$ cat src/rtl/encoder_input_filter_if.sv
// Encoder pin / filtered-output bundle between the pin pads and the quadrature decoder.
// The master drives the raw pins and err_clear; the slave returns the conditioned signals.
interface encoder_input_filter_if #(
    parameter int unsigned ERR_CNT_WIDTH = 16
);
    logic                     enc_a_raw;
    logic                     enc_b_raw;
    logic                     enc_i_raw;
    logic                     err_clear;
    logic                     enc_a;
    logic                     enc_b;
    logic                     enc_i;
    logic                     index_pulse;
    logic                     err_pulse;
    logic [ERR_CNT_WIDTH-1:0] err_count;

    modport master (
        output enc_a_raw, enc_b_raw, enc_i_raw, err_clear,
        input  enc_a, enc_b, enc_i, index_pulse, err_pulse, err_count
    );

    modport slave (
        input  enc_a_raw, enc_b_raw, enc_i_raw, err_clear,
        output enc_a, enc_b, enc_i, index_pulse, err_pulse, err_count
    );
endinterface

$ cat src/rtl/encoder_input_filter.sv
// Synchronises and glitch-filters raw encoder pins A/B/index, produces an index strobe,
// and flags/counts illegal quadrature transitions where A and B change on the same edge.
module encoder_input_filter #(
    parameter int unsigned SYNC_STAGES   = 2,
    parameter int unsigned FILTER_CYCLES = 4,
    parameter int unsigned ERR_CNT_WIDTH = 16
) (
    input  logic                    clk,
    input  logic                    reset,
    encoder_input_filter_if.slave   bus
);
    localparam int unsigned NCH   = 3;
    localparam int unsigned CNT_W = $clog2(FILTER_CYCLES + 1);
    localparam int unsigned CH_A  = 0;
    localparam int unsigned CH_B  = 1;
    localparam int unsigned CH_I  = 2;

    localparam logic [CNT_W-1:0]         CNT_LAST = CNT_W'(FILTER_CYCLES - 1);
    localparam logic [ERR_CNT_WIDTH-1:0] ERR_MAX  = '1;
    localparam logic [ERR_CNT_WIDTH-1:0] ERR_ONE  = ERR_CNT_WIDTH'(1);

    logic [NCH-1:0]           w_raw;
    logic [NCH-1:0]           w_sync_last;
    logic [NCH-1:0]           w_filt_nxt;
    logic [CNT_W-1:0]         w_cnt_nxt [NCH];
    logic                     w_illegal;
    logic [ERR_CNT_WIDTH-1:0] w_err_count_nxt;

    logic [SYNC_STAGES-1:0]   r_sync [NCH];
    logic [CNT_W-1:0]         r_cnt  [NCH];
    logic [NCH-1:0]           r_filt;
    logic                     r_index_pulse;
    logic                     r_err_pulse;
    logic [ERR_CNT_WIDTH-1:0] r_err_count;

    assign w_raw = {bus.enc_i_raw, bus.enc_b_raw, bus.enc_a_raw};

    // Per-channel filter: accept a new level only after FILTER_CYCLES consecutive disagreements.
    always_comb begin
        w_sync_last = '0;
        w_filt_nxt  = r_filt;
        for (int ch = 0; ch < NCH; ch++) begin
            w_cnt_nxt[ch]   = '0;
            w_sync_last[ch] = r_sync[ch][SYNC_STAGES-1];
            if (w_sync_last[ch] != r_filt[ch]) begin
                if (r_cnt[ch] == CNT_LAST) begin
                    w_filt_nxt[ch] = w_sync_last[ch];
                end else begin
                    w_cnt_nxt[ch] = r_cnt[ch] + CNT_W'(1);
                end
            end
        end
    end

    // Clear takes effect before the coincident event is counted.
    always_comb begin
        w_illegal       = (w_filt_nxt[CH_A] ^ r_filt[CH_A]) & (w_filt_nxt[CH_B] ^ r_filt[CH_B]);
        w_err_count_nxt = r_err_count;
        if (bus.err_clear) begin
            w_err_count_nxt = w_illegal ? ERR_ONE : '0;
        end else if (w_illegal && (r_err_count != ERR_MAX)) begin
            w_err_count_nxt = r_err_count + ERR_ONE;
        end
    end

    always_ff @(posedge clk) begin
        if (reset) begin
            for (int ch = 0; ch < NCH; ch++) begin
                r_sync[ch] <= '0;
                r_cnt[ch]  <= '0;
            end
            r_filt        <= '0;
            r_index_pulse <= 1'b0;
            r_err_pulse   <= 1'b0;
            r_err_count   <= '0;
        end else begin
            for (int ch = 0; ch < NCH; ch++) begin
                r_sync[ch] <= {r_sync[ch][SYNC_STAGES-2:0], w_raw[ch]};
                r_cnt[ch]  <= w_cnt_nxt[ch];
            end
            r_filt        <= w_filt_nxt;
            // Strobes are computed from the next filtered value so they align with it.
            r_index_pulse <= w_filt_nxt[CH_I] & ~r_filt[CH_I];
            r_err_pulse   <= w_illegal;
            r_err_count   <= w_err_count_nxt;
        end
    end

    assign bus.enc_a       = r_filt[CH_A];
    assign bus.enc_b       = r_filt[CH_B];
    assign bus.enc_i       = r_filt[CH_I];
    assign bus.index_pulse = r_index_pulse;
    assign bus.err_pulse   = r_err_pulse;
    assign bus.err_count   = r_err_count;

endmodule

$ cat src/flat_wrapper.sv
// flat-port wrapper written by rule: the top's interface ports become plain ports
module encoder_input_filter_flat 
#(
    parameter int unsigned SYNC_STAGES   = 2,
    parameter int unsigned FILTER_CYCLES = 4,
    parameter int unsigned ERR_CNT_WIDTH = 16
)
  (clk, reset, bus_enc_a_raw, bus_enc_b_raw, bus_enc_i_raw, bus_err_clear, bus_enc_a, bus_enc_b, bus_enc_i, bus_index_pulse, bus_err_pulse, bus_err_count);
  encoder_input_filter_if #(.ERR_CNT_WIDTH(ERR_CNT_WIDTH)) bus_i ();
  input  logic clk;
  input  logic reset;
  input wire logic [$bits(bus_i.enc_a_raw)-1:0] bus_enc_a_raw;
  input wire logic [$bits(bus_i.enc_b_raw)-1:0] bus_enc_b_raw;
  input wire logic [$bits(bus_i.enc_i_raw)-1:0] bus_enc_i_raw;
  input wire logic [$bits(bus_i.err_clear)-1:0] bus_err_clear;
  output wire logic [$bits(bus_i.enc_a)-1:0] bus_enc_a;
  output wire logic [$bits(bus_i.enc_b)-1:0] bus_enc_b;
  output wire logic [$bits(bus_i.enc_i)-1:0] bus_enc_i;
  output wire logic [$bits(bus_i.index_pulse)-1:0] bus_index_pulse;
  output wire logic [$bits(bus_i.err_pulse)-1:0] bus_err_pulse;
  output wire logic [$bits(bus_i.err_count)-1:0] bus_err_count;
  assign bus_i.enc_a_raw = bus_enc_a_raw;
  assign bus_i.enc_b_raw = bus_enc_b_raw;
  assign bus_i.enc_i_raw = bus_enc_i_raw;
  assign bus_i.err_clear = bus_err_clear;
  assign bus_enc_a = bus_i.enc_a;
  assign bus_enc_b = bus_i.enc_b;
  assign bus_enc_i = bus_i.enc_i;
  assign bus_index_pulse = bus_i.index_pulse;
  assign bus_err_pulse = bus_i.err_pulse;
  assign bus_err_count = bus_i.err_count;
  encoder_input_filter #(.SYNC_STAGES(SYNC_STAGES), .FILTER_CYCLES(FILTER_CYCLES), .ERR_CNT_WIDTH(ERR_CNT_WIDTH)) u_core (.clk(clk), .reset(reset), .bus(bus_i));
endmodule
$ cat config.mk
export PLATFORM = sky130hd
export DESIGN_NAME = encoder_input_filter_flat
export DESIGN_NICKNAME = d
export VERILOG_FILES = /design/src/rtl/encoder_input_filter_if.sv /design/src/rtl/encoder_input_filter.sv /design/src/flat_wrapper.sv
export SDC_FILE = /design/constraint.sdc
export NUM_CORES = 1
export LEC_CHECK = 0
export CORE_ASPECT_RATIO = 1.5
export CORE_MARGIN = 2
export CORE_UTILIZATION = 25
export DETAILED_ROUTE_END_ITERATION = 8
export SYNTH_ARGS = -nofsm -noshare
export SYNTH_HDL_FRONTEND = slang
export SYNTH_SLANG_ARGS = --single-unit
$ cat constraint.sdc
create_clock -name clk -period 2.4 [get_ports clk]
set_input_delay 0.6 -clock clk [delete_from_list [all_inputs] [get_ports clk]]
set_output_delay 0.6 -clock clk [all_outputs]
set_load 0.005 [all_outputs]
==> impl_metrics.ini <==
[grt]
grt_start_max_net_pins = 20
grt_pass1_wl_mm = 5.80
antenna_found_initial = 0
grt_pass1_vias = 1260
overflow = 0
grtUsageTotal_pct = 11.2

[drt]
drt_first_pass_iters = 4
vias = 1329
drcViolationCount = 0
final_antenna_net_count = 0
routed_wl_mm = 3.37
drt_iter0_markers = 44
wl_per_cell_um = 12.3
vias_per_cell = 4.87

[cts]
clk_pin_slew_worst_paths_ps = 70
root_buffer = clkbuf_8
cts.sinks = 36
cts_tree = yes
htree_num_levels = 2
cts_setup_buffers = 0
hold_buffers = 0
clk_path_buf_depth = 2
insertion_delay_ps = 290
cts.repair.resized = 0
cts_buffers = 5

[timing]
fin_crit_ps = 2110
hold_viol = 0
worstMarginPinSlew_ps = 691
maxSlewViolCount = 0
fin_skew_ps = 9.25
finalSetupViolCount = 0
rsz0062_at_grt = no
finalCritPeriodShare_pct = 87.9
fmax_mhz = 474
slew_headroom_pct = 53.6
fin_tns_setup_ps = 0

[logic_synthesis]
synth.most_common_cell = dfxtp_1
synth_seq_area_share_pct = 46.5
netlist_instances = 168
syn_area_sq_um = 1550
ys_ff_latch = 36
synthTopCellsByArea = dfxtp_1 (47%), ha_1 (5.7%), mux2i_1 (3.9%), nor2_1 (3.9%), or4_1 (3.4%)
synth_ff_type = dfxtp_1
async_flop_share_pct = 0
synth_edf_count = 0
syn-num-nets = 181
synth_top_area_cell = dfxtp_1
synth_top_area_share_pct = 46.5
post_synth.cell_area_avg_sq_um = 9.22
synth.distinct_cells = 33
yosys_warnings = 0
yosys-top-cells-count = dfxtp_1 (36), nor2_1 (16), a21oi_1 (10)

[setup_path]
cp-start-kind = flop
path_class = flop to flop
path_max_fanout = 14
end_kind = flop
r2r_slack_ps = 290
critPathRequiredTime_ps = 2630
crit_path_start = u_core.r_cnt[0][3]
regToRegStartpoint = u_core.r_cnt[0][3]
worstPathArrival_ps = 2340

[placement]
dpl.hpwl_mm = 2.48
port_buffers = 26
place.gp.congestion = 0.810
placed_cells = 265

[floorplan]
initial_core_util_pct = 25.4
die_w_um = 68.3
ioPinCount = 27
die_y_um = 100
rows = 35
dieArea_sq_um = 6850
core_sq_um = 6090

[cells_and_area]
area_growth_pct = 28.2
final_util_pct = 32.6
nets = 211
diodes = 0
drive_gt1_share_pct = 7.04
fin_cells = 273

[min_path]
hold_path_class = flop to flop
worstHoldStart = u_core.r_cnt[0][0]

[pwr]
power.leakage_nw = 0.636
powerDensity_nw_per_um2 = 544
max-vdd-ir-drop_mv = 0.408

[job]
cap_violations = 0

[status]
status = finished clean
[layout make-up]
type,count,area (sq um)
fill,641,4100
tap,74,92.6
timing repair buffer,29,283
inverter,8,30.0
clock inverter,2,10.0
multi-input combinational,118,767
sequential,36,721
clock buffer,6,82.6
[flip-flops by register name (all words and copies together), names as in the netlist]
signal                  count
u_core.r_cnt                9
u_core.bus.err_pulse        1
u_core.bus.index_pulse      1
u_core.bus.err_count       16
u_core.r_sync               6
u_core.r_filt               3
[routing by layer]
metal	part of all wire, %	up-vias	track usage (%)
li1	-	671	-
met1	42	615	13.3
met2	50	33	17.6
met3	4.8	10	3.25
met4	3.5	0	6.31
met5	0	-	0
[through the flow]
stage / area (sq um) / hold WS (ps) / worst slack (ps) / power (W)
6_report: 1990 / 422 / 290 / 0.00108
5_1_grt: 1990 / 438 / 130 / 0.00112
4_1_cts: 1990 / 425 / 279 / 0.00110
3_5_place_dp: 1890 / 415 / 294 / 0.000653
3_3_place_gp: 1890 / 406 / 373 / 0.000653
2_1_floorplan: 1550 / 399 / 486 / 0.000637
[report_power, final]
group          internal [W]  switching [W]   total, W
sequential         0.000603     0.00000249   0.000606
combinational     0.0000168      0.0000163  0.0000330
clock              0.000229       0.000213   0.000442
[worst paths after layout]
| kind | endpoint | depth (start not counted) |
|---|---|---|
| worst max-delay path | u_core.bus.err_count[3] | 6 |
| worst min-delay path | u_core.r_cnt[0][0] | 1 |
| worst max register to register | u_core.bus.err_count[3] | 6 |
| worst min register to register | u_core.r_cnt[0][0] | 1 |
[worst max-delay path, cell delays in order, from the launching register on]
cell and delay (ps):
dfxtp_1 340, ha_1 150, ha_1 210, nand2_1 80, or3_1 550, or4_1 570
a21oi_1 140
[placed cells by master (no fill, tap or decap), drive strengths merged, types with 2 or more instances in the layout]
| cell type | instances |
|---|---|
| mux2i | 6 |
| nor2b | 6 |
| inv | 8 |
| nor4 | 5 |
| clkdlybuf4s50 | 26 |
| nand4 | 5 |
| nand3 | 6 |
| or3 | 8 |
| o21ai | 2 |
| dfxtp | 36 |
| and4 | 3 |
| xnor2 | 3 |
| nor3 | 6 |
| o31ai | 6 |
| clkinv | 2 |
| o31a | 2 |
| ha | 7 |
| nor2 | 16 |
| a21oi | 10 |
| or4 | 8 |
| buf | 3 |
| nand2 | 9 |
| clkbuf | 6 |
[cell families (layout without fill, tap and decap cells)]
logic type | count (synthesis) | after routing | synth area share (%)
compound gates | 26 | 26 | 11.0
flops | 36 | 36 | 46.5
buf+inv | 14 | 45 | 3.96
fa+ha+maj | 7 | 7 | 5.65
simple gates | 76 | 76 | 27.3
mux | 6 | 6 | 3.88
xor+xnor | 3 | 3 | 1.70
(Power assumes the default switching activity.)
